`config.mk`:
```
export PLATFORM = sky130hd
export DESIGN_NAME = hmc_to_axi_flat
export DESIGN_NICKNAME = d
export VERILOG_FILES = /design/src/rtl/hmc_to_axi_if.sv /design/src/rtl/hmc_to_axi.sv /design/src/flat_wrapper.sv
export SDC_FILE = /design/constraint.sdc
export NUM_CORES = 1
export LEC_CHECK = 0
export ABC_CLOCK_PERIOD_IN_PS = 7200
export BUFFER_PORTS_ARGS = -buffer_cell sky130_fd_sc_hd__buf_2
export CAP_MARGIN = 20
export CORE_AREA = 5 5 295 297
export CTS_CLUSTER_DIAMETER = 200
export DETAILED_ROUTE_END_ITERATION = 12
export DIE_AREA = 0 0 300 302
export GPL_TIMING_DRIVEN = 1
export PLACE_DENSITY_LB_ADDON = 0.12
export SLEW_MARGIN = 25
export SYNTH_ARGS = -nofsm -noshare
export SYNTH_HDL_FRONTEND = slang
export SYNTH_SLANG_ARGS = --single-unit
```
`constraint.sdc`:
```
create_clock -name clk -period 7.2 [get_ports clk]
set_input_delay 0 -clock clk [delete_from_list [all_inputs] [get_ports clk]]
set_output_delay 0 -clock clk [all_outputs]
set_load 0.01 [all_outputs]
```
`src/rtl/hmc_to_axi_if.sv`:
```
// Bundle of the HMC command/data ports and the AXI4 master channels of hmc_to_axi.
// The master modport is the bridge's view; slave is the view of the surrounding system.
interface hmc_to_axi_if #(
    parameter int C_AXI_ID_WIDTH   = 6,
    parameter int C_AXI_ADDR_WIDTH = 34
);
    logic                        hmc_cmd_valid;
    logic                        hmc_cmd_ready;
    logic [3:0]                  hmc_cmd;
    logic [C_AXI_ADDR_WIDTH-1:0] hmc_addr;
    logic [3:0]                  hmc_size;
    logic [5:0]                  hmc_tag;
    logic [127:0]                hmc_wr_data;
    logic                        hmc_wr_data_valid;
    logic                        hmc_wr_data_ready;
    logic [127:0]                hmc_rd_data;
    logic [5:0]                  hmc_rd_data_tag;
    logic                        hmc_rd_data_valid;
    logic                        hmc_rd_data_ready;
    logic [6:0]                  hmc_errstat;
    logic                        hmc_dinv;
    logic                        bad_cmd;
    logic                        wr_err;

    logic                        axi_awvalid;
    logic                        axi_awready;
    logic [C_AXI_ID_WIDTH-1:0]   axi_awid;
    logic [C_AXI_ADDR_WIDTH-1:0] axi_awaddr;
    logic [7:0]                  axi_awlen;
    logic [2:0]                  axi_awsize;
    logic [1:0]                  axi_awburst;
    logic                        axi_awlock;
    logic [3:0]                  axi_awcache;
    logic [2:0]                  axi_awprot;
    logic [3:0]                  axi_awqos;

    logic [127:0]                axi_wdata;
    logic [15:0]                 axi_wstrb;
    logic                        axi_wlast;
    logic                        axi_wvalid;
    logic                        axi_wready;

    logic [C_AXI_ID_WIDTH-1:0]   axi_bid;
    logic [1:0]                  axi_bresp;
    logic                        axi_bvalid;
    logic                        axi_bready;

    logic                        axi_arvalid;
    logic                        axi_arready;
    logic [C_AXI_ID_WIDTH-1:0]   axi_arid;
    logic [C_AXI_ADDR_WIDTH-1:0] axi_araddr;
    logic [7:0]                  axi_arlen;
    logic [2:0]                  axi_arsize;
    logic [1:0]                  axi_arburst;
    logic                        axi_arlock;
    logic [3:0]                  axi_arcache;
    logic [2:0]                  axi_arprot;
    logic [3:0]                  axi_arqos;

    logic [C_AXI_ID_WIDTH-1:0]   axi_rid;
    logic [1:0]                  axi_rresp;
    logic [127:0]                axi_rdata;
    logic                        axi_rlast;
    logic                        axi_rvalid;
    logic                        axi_rready;

    modport master (
        input  hmc_cmd_valid, hmc_cmd, hmc_addr, hmc_size, hmc_tag,
        output hmc_cmd_ready,
        input  hmc_wr_data, hmc_wr_data_valid,
        output hmc_wr_data_ready,
        output hmc_rd_data, hmc_rd_data_tag, hmc_rd_data_valid,
        input  hmc_rd_data_ready,
        output hmc_errstat, hmc_dinv, bad_cmd, wr_err,
        output axi_awvalid, axi_awid, axi_awaddr, axi_awlen, axi_awsize, axi_awburst,
               axi_awlock, axi_awcache, axi_awprot, axi_awqos,
        input  axi_awready,
        output axi_wdata, axi_wstrb, axi_wlast, axi_wvalid,
        input  axi_wready,
        input  axi_bid, axi_bresp, axi_bvalid,
        output axi_bready,
        output axi_arvalid, axi_arid, axi_araddr, axi_arlen, axi_arsize, axi_arburst,
               axi_arlock, axi_arcache, axi_arprot, axi_arqos,
        input  axi_arready,
        input  axi_rid, axi_rresp, axi_rdata, axi_rlast, axi_rvalid,
        output axi_rready
    );

    modport slave (
        output hmc_cmd_valid, hmc_cmd, hmc_addr, hmc_size, hmc_tag,
        input  hmc_cmd_ready,
        output hmc_wr_data, hmc_wr_data_valid,
        input  hmc_wr_data_ready,
        input  hmc_rd_data, hmc_rd_data_tag, hmc_rd_data_valid,
        output hmc_rd_data_ready,
        input  hmc_errstat, hmc_dinv, bad_cmd, wr_err,
        input  axi_awvalid, axi_awid, axi_awaddr, axi_awlen, axi_awsize, axi_awburst,
               axi_awlock, axi_awcache, axi_awprot, axi_awqos,
        output axi_awready,
        input  axi_wdata, axi_wstrb, axi_wlast, axi_wvalid,
        output axi_wready,
        output axi_bid, axi_bresp, axi_bvalid,
        input  axi_bready,
        input  axi_arvalid, axi_arid, axi_araddr, axi_arlen, axi_arsize, axi_arburst,
               axi_arlock, axi_arcache, axi_arprot, axi_arqos,
        output axi_arready,
        output axi_rid, axi_rresp, axi_rdata, axi_rlast, axi_rvalid,
        input  axi_rready
    );
endinterface

```
`src/rtl/hmc_to_axi.sv`:
```
// Bridges HMC-style read/write commands onto an AXI4 master port.
// Writes pass W beats straight through; read beats are buffered in a 2-entry FIFO.
module hmc_to_axi #(
    parameter int         C_AXI_ID_WIDTH   = 6,
    parameter int         C_AXI_ADDR_WIDTH = 34,
    parameter logic [3:0] CMD_RD           = 4'h1,
    parameter logic [3:0] CMD_WR           = 4'h2
) (
    input logic         clk,
    input logic         rst,
    hmc_to_axi_if.master bus
);

    typedef enum logic [1:0] {IDLE, RD_ADDR, WR_ADDR, WR_DATA} state_t;

    state_t                      state;
    state_t                      state_next;
    logic [3:0]                  cmd_r;
    logic [3:0]                  size_r;
    logic [C_AXI_ADDR_WIDTH-1:0] addr_r;
    logic [5:0]                  tag_r;
    logic [7:0]                  beat_cnt;
    logic [7:0]                  len;
    logic [C_AXI_ID_WIDTH-1:0]   id;
    logic                        cmd_hs;
    logic                        w_hs;
    logic                        bad_cmd_r;
    logic                        wr_err_r;

    logic [134:0]                fifo_mem [0:1];
    logic [134:0]                head;
    logic                        wr_ptr;
    logic                        rd_ptr;
    logic [1:0]                  count;
    logic                        push;
    logic                        pop;
    logic                        unused_bits;

    assign cmd_hs = bus.hmc_cmd_valid && bus.hmc_cmd_ready;
    assign w_hs   = bus.axi_wvalid && bus.axi_wready;
    // A size of 0 wraps to 15 and therefore means a full 16-beat burst.
    assign len    = {4'b0000, size_r - 4'd1};

    always_comb begin
        id      = '0;
        id[5:0] = tag_r;
    end

    always_ff @(posedge clk or posedge rst) begin
        if (rst) state <= IDLE;
        else     state <= state_next;
    end

    always_comb begin
        state_next = state;
        case (state)
            IDLE: begin
                if (cmd_hs) begin
                    if (bus.hmc_cmd == CMD_RD)      state_next = RD_ADDR;
                    else if (bus.hmc_cmd == CMD_WR) state_next = WR_ADDR;
                end
            end
            RD_ADDR: if (bus.axi_arready) state_next = IDLE;
            WR_ADDR: if (bus.axi_awready) state_next = WR_DATA;
            WR_DATA: if (w_hs && beat_cnt == 8'd0) state_next = IDLE;
            default: state_next = IDLE;
        endcase
    end

    always_comb begin
        bus.hmc_cmd_ready     = (state == IDLE) && !rst;
        bus.axi_arvalid       = (state == RD_ADDR);
        bus.axi_awvalid       = (state == WR_ADDR);
        bus.axi_wvalid        = (state == WR_DATA) && bus.hmc_wr_data_valid;
        bus.hmc_wr_data_ready = (state == WR_DATA) && bus.axi_wready;
        bus.axi_wlast         = (state == WR_DATA) && (beat_cnt == 8'd0);
    end

    always_ff @(posedge clk or posedge rst) begin
        if (rst) begin
            cmd_r     <= '0;
            size_r    <= '0;
            addr_r    <= '0;
            tag_r     <= '0;
            beat_cnt  <= '0;
            bad_cmd_r <= 1'b0;
            wr_err_r  <= 1'b0;
        end else begin
            if (cmd_hs) begin
                cmd_r  <= bus.hmc_cmd;
                size_r <= bus.hmc_size;
                addr_r <= bus.hmc_addr;
                tag_r  <= bus.hmc_tag;
                if (bus.hmc_cmd != CMD_RD && bus.hmc_cmd != CMD_WR) bad_cmd_r <= 1'b1;
            end
            if (state == WR_ADDR && bus.axi_awready)  beat_cnt <= len;
            else if (w_hs && beat_cnt != 8'd0)        beat_cnt <= beat_cnt - 8'd1;
            if (bus.axi_bvalid && bus.axi_bresp[1])   wr_err_r <= 1'b1;
        end
    end

    assign bus.axi_awid    = id;
    assign bus.axi_awaddr  = addr_r;
    assign bus.axi_awlen   = len;
    assign bus.axi_awsize  = 3'b100;
    assign bus.axi_awburst = 2'b01;
    assign bus.axi_awlock  = 1'b0;
    assign bus.axi_awcache = 4'b0011;
    assign bus.axi_awprot  = 3'b000;
    assign bus.axi_awqos   = 4'b0000;
    assign bus.axi_arid    = id;
    assign bus.axi_araddr  = addr_r;
    assign bus.axi_arlen   = len;
    assign bus.axi_arsize  = 3'b100;
    assign bus.axi_arburst = 2'b01;
    assign bus.axi_arlock  = 1'b0;
    assign bus.axi_arcache = 4'b0011;
    assign bus.axi_arprot  = 3'b000;
    assign bus.axi_arqos   = 4'b0000;
    assign bus.axi_wdata   = bus.hmc_wr_data;
    assign bus.axi_wstrb   = '1;
    assign bus.axi_bready  = 1'b1;
    assign bus.bad_cmd     = bad_cmd_r;
    assign bus.wr_err      = wr_err_r;

    // Read-return FIFO: each entry holds {tag, error bit, data}.
    assign push                  = bus.axi_rvalid && bus.axi_rready;
    assign pop                   = bus.hmc_rd_data_valid && bus.hmc_rd_data_ready;
    assign bus.axi_rready        = !rst && (count != 2'd2);
    assign bus.hmc_rd_data_valid = (count != 2'd0);
    assign head                  = fifo_mem[rd_ptr];
    assign bus.hmc_rd_data       = head[127:0];
    assign bus.hmc_errstat       = {6'b000000, head[128]};
    assign bus.hmc_rd_data_tag   = head[134:129];
    assign bus.hmc_dinv          = 1'b0;

    always_ff @(posedge clk) begin
        if (push) fifo_mem[wr_ptr] <= {bus.axi_rid[5:0], bus.axi_rresp[1], bus.axi_rdata};
    end

    always_ff @(posedge clk or posedge rst) begin
        if (rst) begin
            wr_ptr <= 1'b0;
            rd_ptr <= 1'b0;
            count  <= 2'd0;
        end else begin
            if (push) wr_ptr <= ~wr_ptr;
            if (pop)  rd_ptr <= ~rd_ptr;
            case ({push, pop})
                2'b10:   count <= count + 2'd1;
                2'b01:   count <= count - 2'd1;
                default: count <= count;
            endcase
        end
    end

    assign unused_bits = ^{cmd_r, bus.axi_bid, bus.axi_bresp[0], bus.axi_rresp[0], bus.axi_rlast};

endmodule

```
`src/flat_wrapper.sv`:
```
// flat-port wrapper written by rule: the top's interface ports become plain ports
module hmc_to_axi_flat 
#(
    parameter int         C_AXI_ID_WIDTH   = 6,
    parameter int         C_AXI_ADDR_WIDTH = 34,
    parameter logic [3:0] CMD_RD           = 4'h1,
    parameter logic [3:0] CMD_WR           = 4'h2
)
  (clk, rst, bus_hmc_cmd_valid, bus_hmc_cmd, bus_hmc_addr, bus_hmc_size, bus_hmc_tag, bus_hmc_cmd_ready, bus_hmc_wr_data, bus_hmc_wr_data_valid, bus_hmc_wr_data_ready, bus_hmc_rd_data, bus_hmc_rd_data_tag, bus_hmc_rd_data_valid, bus_hmc_rd_data_ready, bus_hmc_errstat, bus_hmc_dinv, bus_bad_cmd, bus_wr_err, bus_axi_awvalid, bus_axi_awid, bus_axi_awaddr, bus_axi_awlen, bus_axi_awsize, bus_axi_awburst, bus_axi_awlock, bus_axi_awcache, bus_axi_awprot, bus_axi_awqos, bus_axi_awready, bus_axi_wdata, bus_axi_wstrb, bus_axi_wlast, bus_axi_wvalid, bus_axi_wready, bus_axi_bid, bus_axi_bresp, bus_axi_bvalid, bus_axi_bready, bus_axi_arvalid, bus_axi_arid, bus_axi_araddr, bus_axi_arlen, bus_axi_arsize, bus_axi_arburst, bus_axi_arlock, bus_axi_arcache, bus_axi_arprot, bus_axi_arqos, bus_axi_arready, bus_axi_rid, bus_axi_rresp, bus_axi_rdata, bus_axi_rlast, bus_axi_rvalid, bus_axi_rready);
  hmc_to_axi_if #(.C_AXI_ID_WIDTH(C_AXI_ID_WIDTH), .C_AXI_ADDR_WIDTH(C_AXI_ADDR_WIDTH)) bus_i ();
  input logic clk;
  input logic rst;
  input wire logic [$bits(bus_i.hmc_cmd_valid)-1:0] bus_hmc_cmd_valid;
  input wire logic [$bits(bus_i.hmc_cmd)-1:0] bus_hmc_cmd;
  input wire logic [$bits(bus_i.hmc_addr)-1:0] bus_hmc_addr;
  input wire logic [$bits(bus_i.hmc_size)-1:0] bus_hmc_size;
  input wire logic [$bits(bus_i.hmc_tag)-1:0] bus_hmc_tag;
  output wire logic [$bits(bus_i.hmc_cmd_ready)-1:0] bus_hmc_cmd_ready;
  input wire logic [$bits(bus_i.hmc_wr_data)-1:0] bus_hmc_wr_data;
  input wire logic [$bits(bus_i.hmc_wr_data_valid)-1:0] bus_hmc_wr_data_valid;
  output wire logic [$bits(bus_i.hmc_wr_data_ready)-1:0] bus_hmc_wr_data_ready;
  output wire logic [$bits(bus_i.hmc_rd_data)-1:0] bus_hmc_rd_data;
  output wire logic [$bits(bus_i.hmc_rd_data_tag)-1:0] bus_hmc_rd_data_tag;
  output wire logic [$bits(bus_i.hmc_rd_data_valid)-1:0] bus_hmc_rd_data_valid;
  input wire logic [$bits(bus_i.hmc_rd_data_ready)-1:0] bus_hmc_rd_data_ready;
  output wire logic [$bits(bus_i.hmc_errstat)-1:0] bus_hmc_errstat;
  output wire logic [$bits(bus_i.hmc_dinv)-1:0] bus_hmc_dinv;
  output wire logic [$bits(bus_i.bad_cmd)-1:0] bus_bad_cmd;
  output wire logic [$bits(bus_i.wr_err)-1:0] bus_wr_err;
  output wire logic [$bits(bus_i.axi_awvalid)-1:0] bus_axi_awvalid;
  output wire logic [$bits(bus_i.axi_awid)-1:0] bus_axi_awid;
  output wire logic [$bits(bus_i.axi_awaddr)-1:0] bus_axi_awaddr;
  output wire logic [$bits(bus_i.axi_awlen)-1:0] bus_axi_awlen;
  output wire logic [$bits(bus_i.axi_awsize)-1:0] bus_axi_awsize;
  output wire logic [$bits(bus_i.axi_awburst)-1:0] bus_axi_awburst;
  output wire logic [$bits(bus_i.axi_awlock)-1:0] bus_axi_awlock;
  output wire logic [$bits(bus_i.axi_awcache)-1:0] bus_axi_awcache;
  output wire logic [$bits(bus_i.axi_awprot)-1:0] bus_axi_awprot;
  output wire logic [$bits(bus_i.axi_awqos)-1:0] bus_axi_awqos;
  input wire logic [$bits(bus_i.axi_awready)-1:0] bus_axi_awready;
  output wire logic [$bits(bus_i.axi_wdata)-1:0] bus_axi_wdata;
  output wire logic [$bits(bus_i.axi_wstrb)-1:0] bus_axi_wstrb;
  output wire logic [$bits(bus_i.axi_wlast)-1:0] bus_axi_wlast;
  output wire logic [$bits(bus_i.axi_wvalid)-1:0] bus_axi_wvalid;
  input wire logic [$bits(bus_i.axi_wready)-1:0] bus_axi_wready;
  input wire logic [$bits(bus_i.axi_bid)-1:0] bus_axi_bid;
  input wire logic [$bits(bus_i.axi_bresp)-1:0] bus_axi_bresp;
  input wire logic [$bits(bus_i.axi_bvalid)-1:0] bus_axi_bvalid;
  output wire logic [$bits(bus_i.axi_bready)-1:0] bus_axi_bready;
  output wire logic [$bits(bus_i.axi_arvalid)-1:0] bus_axi_arvalid;
  output wire logic [$bits(bus_i.axi_arid)-1:0] bus_axi_arid;
  output wire logic [$bits(bus_i.axi_araddr)-1:0] bus_axi_araddr;
  output wire logic [$bits(bus_i.axi_arlen)-1:0] bus_axi_arlen;
  output wire logic [$bits(bus_i.axi_arsize)-1:0] bus_axi_arsize;
  output wire logic [$bits(bus_i.axi_arburst)-1:0] bus_axi_arburst;
  output wire logic [$bits(bus_i.axi_arlock)-1:0] bus_axi_arlock;
  output wire logic [$bits(bus_i.axi_arcache)-1:0] bus_axi_arcache;
  output wire logic [$bits(bus_i.axi_arprot)-1:0] bus_axi_arprot;
  output wire logic [$bits(bus_i.axi_arqos)-1:0] bus_axi_arqos;
  input wire logic [$bits(bus_i.axi_arready)-1:0] bus_axi_arready;
  input wire logic [$bits(bus_i.axi_rid)-1:0] bus_axi_rid;
  input wire logic [$bits(bus_i.axi_rresp)-1:0] bus_axi_rresp;
  input wire logic [$bits(bus_i.axi_rdata)-1:0] bus_axi_rdata;
  input wire logic [$bits(bus_i.axi_rlast)-1:0] bus_axi_rlast;
  input wire logic [$bits(bus_i.axi_rvalid)-1:0] bus_axi_rvalid;
  output wire logic [$bits(bus_i.axi_rready)-1:0] bus_axi_rready;
  assign bus_i.hmc_cmd_valid = bus_hmc_cmd_valid;
  assign bus_i.hmc_cmd = bus_hmc_cmd;
  assign bus_i.hmc_addr = bus_hmc_addr;
  assign bus_i.hmc_size = bus_hmc_size;
  assign bus_i.hmc_tag = bus_hmc_tag;
  assign bus_hmc_cmd_ready = bus_i.hmc_cmd_ready;
  assign bus_i.hmc_wr_data = bus_hmc_wr_data;
  assign bus_i.hmc_wr_data_valid = bus_hmc_wr_data_valid;
  assign bus_hmc_wr_data_ready = bus_i.hmc_wr_data_ready;
  assign bus_hmc_rd_data = bus_i.hmc_rd_data;
  assign bus_hmc_rd_data_tag = bus_i.hmc_rd_data_tag;
  assign bus_hmc_rd_data_valid = bus_i.hmc_rd_data_valid;
  assign bus_i.hmc_rd_data_ready = bus_hmc_rd_data_ready;
  assign bus_hmc_errstat = bus_i.hmc_errstat;
  assign bus_hmc_dinv = bus_i.hmc_dinv;
  assign bus_bad_cmd = bus_i.bad_cmd;
  assign bus_wr_err = bus_i.wr_err;
  assign bus_axi_awvalid = bus_i.axi_awvalid;
  assign bus_axi_awid = bus_i.axi_awid;
  assign bus_axi_awaddr = bus_i.axi_awaddr;
  assign bus_axi_awlen = bus_i.axi_awlen;
  assign bus_axi_awsize = bus_i.axi_awsize;
  assign bus_axi_awburst = bus_i.axi_awburst;
  assign bus_axi_awlock = bus_i.axi_awlock;
  assign bus_axi_awcache = bus_i.axi_awcache;
  assign bus_axi_awprot = bus_i.axi_awprot;
  assign bus_axi_awqos = bus_i.axi_awqos;
  assign bus_i.axi_awready = bus_axi_awready;
  assign bus_axi_wdata = bus_i.axi_wdata;
  assign bus_axi_wstrb = bus_i.axi_wstrb;
  assign bus_axi_wlast = bus_i.axi_wlast;
  assign bus_axi_wvalid = bus_i.axi_wvalid;
  assign bus_i.axi_wready = bus_axi_wready;
  assign bus_i.axi_bid = bus_axi_bid;
  assign bus_i.axi_bresp = bus_axi_bresp;
  assign bus_i.axi_bvalid = bus_axi_bvalid;
  assign bus_axi_bready = bus_i.axi_bready;
  assign bus_axi_arvalid = bus_i.axi_arvalid;
  assign bus_axi_arid = bus_i.axi_arid;
  assign bus_axi_araddr = bus_i.axi_araddr;
  assign bus_axi_arlen = bus_i.axi_arlen;
  assign bus_axi_arsize = bus_i.axi_arsize;
  assign bus_axi_arburst = bus_i.axi_arburst;
  assign bus_axi_arlock = bus_i.axi_arlock;
  assign bus_axi_arcache = bus_i.axi_arcache;
  assign bus_axi_arprot = bus_i.axi_arprot;
  assign bus_axi_arqos = bus_i.axi_arqos;
  assign bus_i.axi_arready = bus_axi_arready;
  assign bus_i.axi_rid = bus_axi_rid;
  assign bus_i.axi_rresp = bus_axi_rresp;
  assign bus_i.axi_rdata = bus_axi_rdata;
  assign bus_i.axi_rlast = bus_axi_rlast;
  assign bus_i.axi_rvalid = bus_axi_rvalid;
  assign bus_axi_rready = bus_i.axi_rready;
  hmc_to_axi #(.C_AXI_ID_WIDTH(C_AXI_ID_WIDTH), .C_AXI_ADDR_WIDTH(C_AXI_ADDR_WIDTH), .CMD_RD(CMD_RD), .CMD_WR(CMD_WR)) u_core (.clk(clk), .rst(rst), .bus(bus_i));
endmodule
```
==> results_dict.tcl, run 1 <==
set metrics [dict create \
    status "finished clean" \
    clock_path_buffers 3 \
    p_sw_w 0.00216 \
    maxCapViolations 0 \
    yosys_register_bits 330 \
    power_frac_clock 0.298 \
    clk_pin_slew_ns 0.06 \
    cp_max_fo 56 \
    fin_crit_sh 0.391 \
    cts_tree "done" \
    vias 8353 \
    gp_congestion 0.684 \
    max_freq_ghz 0.355 \
    p_sw_frac 0.319 \
    finalNetCount 1671 \
    crit_path_start_kind "flip-flop" \
    crit_family "buffers and inverters" \
    dieWidth_um 300 \
    yosys_warnings 0 \
    clockRootBuffer "clkbuf_16" \
    hold_path_class "in -> out" \
    dieArea_sq_um 90600 \
    synthToLayoutAreaGrowth_pct 36.9 \
    grt_overflow 0 \
    cp_cell_sequence "buf_4 > mux2_2 > buf_2" \
    arrival_ns 2.81 \
    std_cell_rows 107 \
    finClkSkew_ns 0.0139 \
    critPathCaptureType "output port" \
    hold_violations 0 \
    antenna_found_initial 2 \
    worstMarginPinSlew_ns 0.996 \
    path_depth 3 \
    io_pins 758 \
    post_route_cells_drive_above_1_share 0.493 \
    p_seq_frac 0.394 \
    worst-path-buf-inv 2 \
    crit_slowest_cell "dfrtp_4" \
    setup_viol 0 \
    wl_per_cell_um 16.5 \
    worstSkewPairLatency_ns 0.55 \
    dieHeight_um 302 \
    design_area_sq_um 19300 \
    drtIter0Drc 210 \
    peakVddDrop_mv 0.218 \
    synth-edff-count 270 \
    hold_buffers 193 \
    worstSetupPathType "reg -> out" \
    critPathMaxStageDelay_ns 0.82 \
    initial_core_util 0.167 \
    slew_headroom 0.336 \
    use_met3 0.0388 \
    synth_top_area_frac 0.576 \
    synth_top_area_cell "edfxtp_1" \
    first_pass_iters 5 \
    grt_util_met1 0.0932 \
    multi_input_comb_area_sq_um 2820 \
    synth-seq-area-share 0.683 \
    coreArea_sq_um 84300 \
    synthTopCellsByCount "270 x edfxtp_1, 238 x buf_4, 178 x mux2_2" \
    finalWirelength_um 40600 \
    worstPathRequired_ns 7.20 \
    grt_pass1_wl_um 58000 \
    synth_area_leaders "edfxtp_1 58%, mux2_2 14%, buf_4 13%, dfrtp_1 11%, buf_2 0.39%" \
    synth_area_sq_um 14100 \
    grt_max_degree 63 \
    yosys.cell_types.count 39 \
    p_int_w 0.00461 \
    grt_pass1_vias 9130 \
    reg2reg_depth 6 \
    power.total_w 0.00677 \
    cts_resized 0 \
    synth_most_common_cell "edfxtp_1" \
    tns_ns 0 \
    grt_usage 0.0838 \
    synth_area_per_cell_sq_um 16.4 \
    rsz0062_at_grt "false" \
    p_comb_frac 0.307 \
    htreeDepth 2 \
    seq_area_sq_um 9610 \
    synthFlopType "edfxtp_1" \
    period_minus_slack_ns 2.81 \
    nFillCells 9014 \
    syn_inst 859 \
    ant_nets 0 \
    cts_sinks 330 \
    holdWs_ns 0.00000391 \
    async_flop_share 0.182 \
    busiest_layer "met2" \
    io_buffers 426 \
    routed_via_density 3.40 \
    utilization 0.228 \
    grt_util_met2 0.142 \
    placed_area_sq_um 16000 \
    numCtsBuffers 43 \
    powerDensity_nw_per_um2 351 \
    drv_slew 0 \
    dp_hpwl_um 28100 \
    power_leakage_nw 7.50 \
    drc 0 \
    hold_path_depth 0 \
    postCtsSetupBuffers 0 \
]
==> area by class of cell <==
type                    count  area share
flip-flops and latches    330       0.499
well taps                1090      0.0708
diodes                      1    0.000130
clock buffers              57      0.0601
multi-input cells         325       0.146
clock inverters            18     0.00786
repair buffers            628       0.214
inverters                   8     0.00156
==> logic make-up (layout without fill, tap and decap cells) <==
kind of cell               count (synthesis)  after routing  synth area share
adders and majority gates                  4              4           0.00356
xor gates and xnor gates                  10             10           0.00622
DFF                                      330            330             0.683
AOI/OAI and AO/OA                         21             21            0.0102
and+or+nand+nor                           44             44            0.0172
muxes                                    180            180             0.144
buffers and inverters                    268            711             0.136
other                                      2             67          0.000533
==> power groups by stage <==
stage                     clock [W]  sequential, W  combinational, W
after CTS                   0.00214        0.00268           0.00218
after global placement            0        0.00270           0.00209
after detailed placement          0        0.00271           0.00208
after global routing        0.00221        0.00272           0.00228
after floorplan                   0        0.00270           0.00140
final                       0.00202        0.00267           0.00208
==> path summary, 6_finish.rpt <==
check / start / end / slack (ns)
max reg2reg: u_core.count[0]$_DFFE_PP0P_ / u_core.fifo_mem[0][96]$_DFFE_PP_ / 4.49
min: bus_hmc_wr_data[88] / bus_axi_wdata[88] / 0.000004
max in group asynchronous: rst / u_core.rd_ptr$_DFFE_PP0P_ / 6.12
min in group asynchronous: rst / u_core.bus.axi_arid[2]$_DFFE_PP0P_ / 0.04
max: u_core.rd_ptr$_DFFE_PP0P_ / bus_hmc_rd_data[68] / 4.39
min reg2reg: u_core.bus.bad_cmd$_DFFE_PP0P_ / u_core.bus.bad_cmd$_DFFE_PP0P_ / 0.46
==> per-stage QoR <==
stage / std cells / setup WS, ns
floorplan: 923 / 0.0610
global placement: 2188 / 4.35
global route: 2456 / 4.19
CTS: 2456 / 4.14
detailed placement: 2188 / 4.42
finish: 2457 / 4.39
==> cell usage in the layout (no fill, tap or decap), types with 4 or more instances in the layout <==
| cell | instances |
|---|---|
| xor2_1 | 6 |
| nor3_1 | 5 |
| clkinv_1 | 11 |
| clkbuf_16 | 43 |
| ha_1 | 4 |
| nor2_1 | 7 |
| edfxtp_1 | 270 |
| dfrtp_1 | 59 |
| nand2_1 | 10 |
| buf_2 | 426 |
| clkbuf_1 | 11 |
| mux2_2 | 178 |
| dlygate4sd3_1 | 193 |
| inv_1 | 7 |
| a21oi_1 | 5 |
| buf_4 | 9 |
| nor2b_1 | 5 |
| o21ai_0 | 4 |
| conb_1 | 66 |
| xnor2_1 | 4 |
==> layer usage <==
layer  part of all wire  routed length, um
met5            0.00017                  7
met4              0.031               1250
met3               0.11               4440
met2               0.48              19400
met1               0.38              15500
==> state kept, by name, summed over array words and instances (netlist names) <==
| register | cells |
|---|---|
| u_core.beat_cnt | 8 |
| u_core.bus.axi_araddr | 34 |
| u_core.bus.axi_arid | 6 |
| u_core.bus.bad_cmd | 1 |
| u_core.bus.wr_err | 1 |
| u_core.count | 2 |
| u_core.fifo_mem | 270 |
| u_core.rd_ptr | 1 |
| u_core.size_r | 4 |
| u_core.state | 2 |
| u_core.wr_ptr | 1 |
Power figures use the tool's default switching activity.
==> run 2, diff against run 1 <==
- ABC_AREA: default -> 1
- ABC_CLOCK_PERIOD_IN_PS: 7200 -> 2400
- CORE_AREA: 5 5 295 297 -> 5 5 289 291
- DIE_AREA: 0 0 300 302 -> 0 0 294 296
- clock period: 7.2 -> 2.4 ns (I/O delays scaled with it)
==> run 2 against run 1 <==
Count of clock-buffer cells in the layout unchanged. Die area down 3.9%. Routed wire length rose by 41%. Critical path depth grew 1. Total power grew to 3.2 times the previous value. Via count up 21%. Sequential power grew to 3.0 times the previous value. Setup slack got worse by 4.1 ns. Sequential share of layout area is 1.0 points lower. Largest cell class unchanged.
==> results_dict.tcl, run 2 <==
set metrics [dict create \
    status "finished clean" \
    clockRootBuffer "clkbuf_16" \
    powerDensity_nw_per_um2 1110 \
    synthToLayoutAreaGrowth_pct 37.4 \
    htreeDepth 2 \
    hold_path_class "in -> out" \
    placed_area_sq_um 16400 \
    clk_pin_slew_ns 0.06 \
    clock_path_buffers 3 \
    tns_ns 0 \
    synth_area_leaders "edfxtp_1 57%, nand2_1 15%, buf_4 13%, dfrtp_1 10%, inv_1 0.68%" \
    p_int_w 0.0135 \
    dp.cells 2580 \
    rsz0062_at_grt "false" \
    gp_congestion 0.788 \
    worstSetupPathType "reg -> out" \
    holdWs_ns 0.0000131 \
    grt_pass1_vias 10300 \
    cpMostUsedCell "nand2_1" \
    synth_area_sq_um 14300 \
    io_buffers 426 \
    synth_top_area_frac 0.567 \
    coreArea_sq_um 80300 \
    max_freq_ghz 0.480 \
    cts_sinks 330 \
    maxCapViolations 0 \
    synth_area_per_cell_sq_um 11.2 \
    ant_nets 0 \
    numCtsBuffers 42 \
    dp_slack_ns 0.542 \
    registers.top_by_ff_count "u_core.fifo_mem" \
    initial_core_util 0.178 \
    crit_slowest_cell "dfrtp_4" \
    std_cell_rows 104 \
    yosys_register_bits 330 \
    dieArea_sq_um 87000 \
    grt_overflow 0 \
    synth-edff-count 270 \
    critPathCaptureType "output port" \
    mostFrequentLayoutCells "566 x nand2_1, 426 x buf_2, 270 x edfxtp_1" \
    synth_most_common_cell "nand2_1" \
    layout_commonest_cell "nand2_1" \
    worstPathRequired_ns 2.40 \
    first_pass_iters 4 \
    dp_hpwl_um 44100 \
    worstMarginPinSlew_ns 0.875 \
    power_frac_clock 0.273 \
    finalWirelength_um 57300 \
    grt_usage 0.124 \
    dieHeight_um 296 \
    arrival_ns 2.09 \
    cp_max_fo 95 \
    critPathMaxStageDelay_ns 0.58 \
    power_leakage_nw 8.72 \
    cp_cell_sequence "buf_12 > nand2_1 > nand2_1 > buf_2" \
    synth_top_area_cell "edfxtp_1" \
    yosys.cell_types.count 31 \
    antenna_found_initial 8 \
    wl_per_cell_um 20.0 \
    design_area_sq_um 19700 \
    dieWidth_um 294 \
    synthFlopType "edfxtp_1" \
    worstSkewPairLatency_ns 0.57 \
    p_sw_frac 0.377 \
    setup_viol 0 \
    finalNetCount 2095 \
    drtIter0Drc 356 \
    crit_path_start_kind "flip-flop" \
    largest_reg_flops 270 \
    slew_headroom 0.417 \
    vias 10100 \
    syn_inst 1281 \
    routed_via_density 3.53 \
    grt_pass1_wl_um 77600 \
    grt_max_degree 96 \
    p_sw_w 0.00820 \
    drc 0 \
    io_pins 758 \
    nFillCells 8577 \
    yosys_warnings 0 \
    cts_tree "done" \
    setup_slack_ns 0.315 \
    drv_slew 0 \
    period_minus_slack_ns 2.09 \
    post_route_cells_drive_above_1_share 0.294 \
    instances_no_fill 2856 \
    async_flop_share 0.182 \
    p_seq_frac 0.364 \
    synth-seq-area-share 0.672 \
    finClkSkew_ns 0.0137 \
    p_comb_frac 0.362 \
    postCtsSetupBuffers 0 \
    synthTopCellsByCount "567 x nand2_1, 270 x edfxtp_1, 242 x buf_4" \
    peakVddDrop_mv 0.629 \
    hold_violations 0 \
    fin_crit_sh 0.869 \
]
[run 2: cell types whose count changed after synthesis, moves of 5 or more]
cell	change
nand3_1	+8
mux2_2	-178
inv_1	+18
nand2_1	+557
o21ai_1	+7
clkbuf_1	+8
nor2_1	+8
nor2b_1	-5
[run 2: cells by family (layout without fill, tap and decap cells)]
group,after synthesis,count (layout),synth area share
AO/OA/AOI/OAI,22,22,0.00857
XOR/XNOR,8,8,0.00490
adder cells (fa/ha/maj),4,4,0.00350
buffers and inverters,308,756,0.146
flip-flops,330,330,0.672
other,2,69,0.000525
AND/OR/NAND/NOR,607,607,0.165
[run 2: metal layers]
metal  up-vias  track usage  wire length (um)
met1      4595        0.118             18600
met5         -       0.0136               199
met2       585        0.214             27900
li1       4824            -                 -
met3        80       0.0881              9210
met4        10       0.0324              1320
[run 2: final timing paths]
kind                                                      start                               endpoint  slack, ns  depth (start not counted)
min                                         bus_hmc_wr_data[21]                      bus_axi_wdata[21]    0.00001                          0
max reg2reg                         u_core.state[0]$_DFFE_PP0P_            u_core.state[1]$_DFFE_PP0P_       0.34                          9
max in group asynchronous                                   rst  u_core.bus.axi_araddr[19]$_DFFE_PP0P_       1.38                          4
min reg2reg                u_core.bus.axi_araddr[3]$_DFFE_PP0P_   u_core.bus.axi_araddr[3]$_DFFE_PP0P_       0.49                          2
max                                   u_core.rd_ptr$_DFFE_PP0P_                    bus_hmc_rd_data[78]       0.31                          4
min in group asynchronous                                   rst            u_core.count[1]$_DFFE_PP0P_       0.20                          3
[run 2: power by group through the flow]
stage | Clock (W) | Sequential [W] | Combinational, W
2_1_floorplan | 0 | 0.00806 | 0.00457
3_3_place_gp | 0 | 0.00802 | 0.00797
3_5_place_dp | 0 | 0.00805 | 0.00792
4_1_cts | 0.00625 | 0.00794 | 0.00825
5_1_grt | 0.00649 | 0.00804 | 0.00882
6_report | 0.00594 | 0.00792 | 0.00787
[run 2: area by class of cell]
class | count | area [sq um] | share of cell area
sequential | 330 | 9610 | 0.489
antenna | 3 | 7.51 | 0.000382
clock inverter | 20 | 158 | 0.00802
multi-input combinational | 707 | 2880 | 0.146
tap | 1060 | 1330 | 0.0675
timing repair buffer | 648 | 4430 | 0.225
clock buffer | 57 | 1130 | 0.0574
inverter | 31 | 124 | 0.00630
[run 2: what timing repair did]
item | CTS | global route
endpoints found under the hold margin | 343 | 0
hold buffers | 197 | 0
endpoints found under the setup margin | 0 | 5
resized for setup | 0 | 1
[run 2: worst max-delay path: cells and delay by family, from the launching register on]
kind	cells	cell delay [ns]
flops	1	0.58
buf+inv	2	0.56
simple gates	2	0.23
[run 2: per-stage QoR]
stage          power [W]  utilization
2_1_floorplan     0.0126            -
3_3_place_gp      0.0160        0.204
3_5_place_dp      0.0160        0.204
4_1_cts           0.0224        0.245
5_1_grt           0.0234        0.245
6_report          0.0217        0.245
==> run 3, diff against run 2 <==
--- a/config.mk
+++ b/config.mk
@@ -10,8 +10,10 @@
 export BUFFER_PORTS_ARGS = -buffer_cell sky130_fd_sc_hd__buf_2
 export CAP_MARGIN = 20
-export CORE_AREA = 5 5 289 291
+export CELL_PAD_IN_SITES_DETAIL_PLACEMENT = 0
+export CELL_PAD_IN_SITES_GLOBAL_PLACEMENT = 2
+export CORE_AREA = 5 5 290 292
 export CTS_CLUSTER_DIAMETER = 200
 export DETAILED_ROUTE_END_ITERATION = 12
-export DIE_AREA = 0 0 294 296
+export DIE_AREA = 0 0 295 297
 export GPL_TIMING_DRIVEN = 1
 export PLACE_DENSITY_LB_ADDON = 0.12
==> constraint.sdc (replaced) <==
create_clock -name clk -period 2.4 [get_ports clk]
set_input_delay 0 -clock clk [delete_from_list [all_inputs] [get_ports clk]]
set_output_delay 0 -clock clk [all_outputs]
set_load 0.05 [all_outputs]
==> run 3 against run 2 <==
Register-to-register slack better by 0.14 ns. Design area about the same. Final cell count up 0.25%. Largest power group is now combinational cells. Largest cell class unchanged. Flip-flop and latch count unchanged. Clock power about the same. Sequential share of layout area about the same. Clock skew down 0.0020 ns. Sequential power up 0.6%.
==> results_dict.tcl, run 3 (synthesized netlist as in run 2, its figures left out) <==
set metrics [dict create \
    grt_overflow 0 \
    drtIter0Drc 276 \
    grt_pass1_wl_um 70100 \
    grt_util_met1 0.120 \
    registers.top_by_ff_count "u_core.fifo_mem" \
    r2r_slack_ns 0.48 \
    utilization 0.242 \
    layout_commonest_cell "nand2_1" \
    mostFrequentLayoutCells "566 x nand2_1, 426 x buf_2, 270 x edfxtp_1" \
    numCtsBuffers 44 \
    hold_path_class "in -> out" \
    crit_start "u_core.rd_ptr$_DFFE_PP0P_" \
    grt_pass1_vias 10400 \
    maxCapViolations 0 \
    critPathCaptureType "output port" \
    hold_violations 0 \
    clockRootBuffer "clkbuf_16" \
    initial_core_util 0.176 \
    use_met3 0.0482 \
    cts_sinks 330 \
    clk_pin_slew_ns 0.05 \
    routed_via_density 3.48 \
    crit_end "bus_hmc_rd_data[29]" \
    vias 9951 \
    synthToLayoutAreaGrowth_pct 37.3 \
    drc 0 \
    worstSetupPathType "reg -> out" \
    std_cell_rows 105 \
    dp_hpwl_um 33600 \
    setup_viol 0 \
    crit_path_start_kind "flip-flop" \
    drv_slew 0 \
    dp_slack_ns 0.609 \
    worstPathRequired_ns 2.40 \
    r2r-start "u_core.state[0]$_DFFE_PP0P_" \
    dieHeight_um 297 \
    finalWirelength_um 49100 \
    io_buffers 426 \
    max_freq_ghz 0.469 \
    critPathMaxStageDelay_ns 0.61 \
    cts_tree "done" \
    grt_max_degree 67 \
    htreeDepth 2 \
    crit_slowest_cell "dfrtp_4" \
    worstSkewPairLatency_ns 0.56 \
    period_minus_slack_ns 2.13 \
    first_pass_iters 4 \
    dieArea_sq_um 87600 \
    powerDensity_nw_per_um2 1410 \
    coreArea_sq_um 81300 \
    antenna_found_initial 3 \
    post_route_cells_drive_above_1_share 0.291 \
    cts_resized 0 \
    setup_slack_ns 0.267 \
    cp_max_fo 43 \
    rsz0062_at_grt "false" \
    reg2reg_depth 9 \
    grt_usage 0.106 \
    busiest_layer "met2" \
    ant_nets 0 \
    power_leakage_nw 8.69 \
    finClkSkew_ns 0.0117 \
    slew_headroom 0.459 \
    finalNetCount 2094 \
    status "finished clean" \
    peakVddDrop_mv 1.19 \
    r2r-end "u_core.beat_cnt[1]$_DFFE_PP0P_" \
    wl_per_cell_um 17.2 \
    fin_crit_sh 0.889 \
    largest_reg_flops 270 \
    worstMarginPinSlew_ns 0.811 \
    clock_path_buffers 3 \
    nFillCells 8766 \
    cp_cell_sequence "inv_4 > buf_12 > nand2_1 > nand2_1 > buf_2" \
    arrival_ns 2.13 \
    dieWidth_um 295 \
    gp_congestion 0.688 \
    grt_util_met2 0.181 \
    io_pins 758 \
    cpMostUsedCell "nand2_1" \
]
==> run 3: changes by cell type in the layout (fill, tap and decap cells not counted), sizes merged <==
cell         delta
buf             -9
bufinv          -1
clkbuf          +5
clkinv          -3
clkinvlp        -1
dlygate4sd3     +6
==> run 3: routing by layer <==
layer | up-vias | wire length [um]
met4 | 0 | 1390
met3 | 89 | 5260
li1 | 4796 | -
met5 | - | 0
met1 | 4603 | 18900
met2 | 463 | 23600
==> run 3: how the worst min path moves through the flow <==
stage	cells past startpoint	to	from	slack [ns]
floorplan	1	bus_axi_rready	rst	0.06
detailed placement	0	bus_axi_wdata[106]	bus_hmc_wr_data[106]	0.0003
finish	0	bus_axi_wdata[75]	bus_hmc_wr_data[75]	0.00002
global route	0	bus_axi_wdata[100]	bus_hmc_wr_data[100]	0.0001
global placement	0	bus_axi_wdata[106]	bus_hmc_wr_data[106]	0.0003
CTS	0	bus_axi_wdata[106]	bus_hmc_wr_data[106]	0.0003
==> run 3: power breakdown <==
group | leakage (nW) | total [W] | internal [W] | switching (W)
Sequential | 3.21 | 0.00797 | 0.00734 | 0.000630
Clock | 0.629 | 0.00597 | 0.00348 | 0.00249
Combinational | 4.85 | 0.0137 | 0.00272 | 0.0110
==> run 3: stage by stage <==
step / std cells / instance area (sq um) / setup TNS (ns) / total power, W / hold slack (ns)
after floorplan: 1345 / 14600 / -272.40 / 0.0190 / 0.0591
after global placement: 2580 / 16300 / 0 / 0.0219 / 0.000341
after detailed placement: 2580 / 16300 / 0 / 0.0219 / 0.000341
after CTS: 2860 / 19600 / 0 / 0.0284 / 0.000341
after global routing: 2862 / 19700 / 0 / 0.0294 / 0.000122
final: 2863 / 19700 / 0 / 0.0276 / 0.0000163
==> run 3: layout make-up <==
cell class / count / area (sq um) / area share
sequential: 330 / 9610 / 0.489
timing repair buffer: 645 / 4400 / 0.224
multi-input combinational: 707 / 2880 / 0.146
tap: 1070 / 1340 / 0.0681
clock buffer: 62 / 1210 / 0.0615
inverter: 31 / 121 / 0.00618
clock inverter: 15 / 82.6 / 0.00420
antenna: 3 / 7.51 / 0.000382
==> run 3: repair_timing <==
item	CTS	global route
setup endpoints to repair	1	0
hold buffers	202	0
setup buffers	1	0
hold endpoints to repair	389	0
==> run 3: critical path: cells and delay by family, from the launching register on <==
| family | cells | cell delay (ns) |
|---|---|---|
| buf+inv | 3 | 0.72 |
| flops | 1 | 0.61 |
| simple gates | 2 | 0.21 |
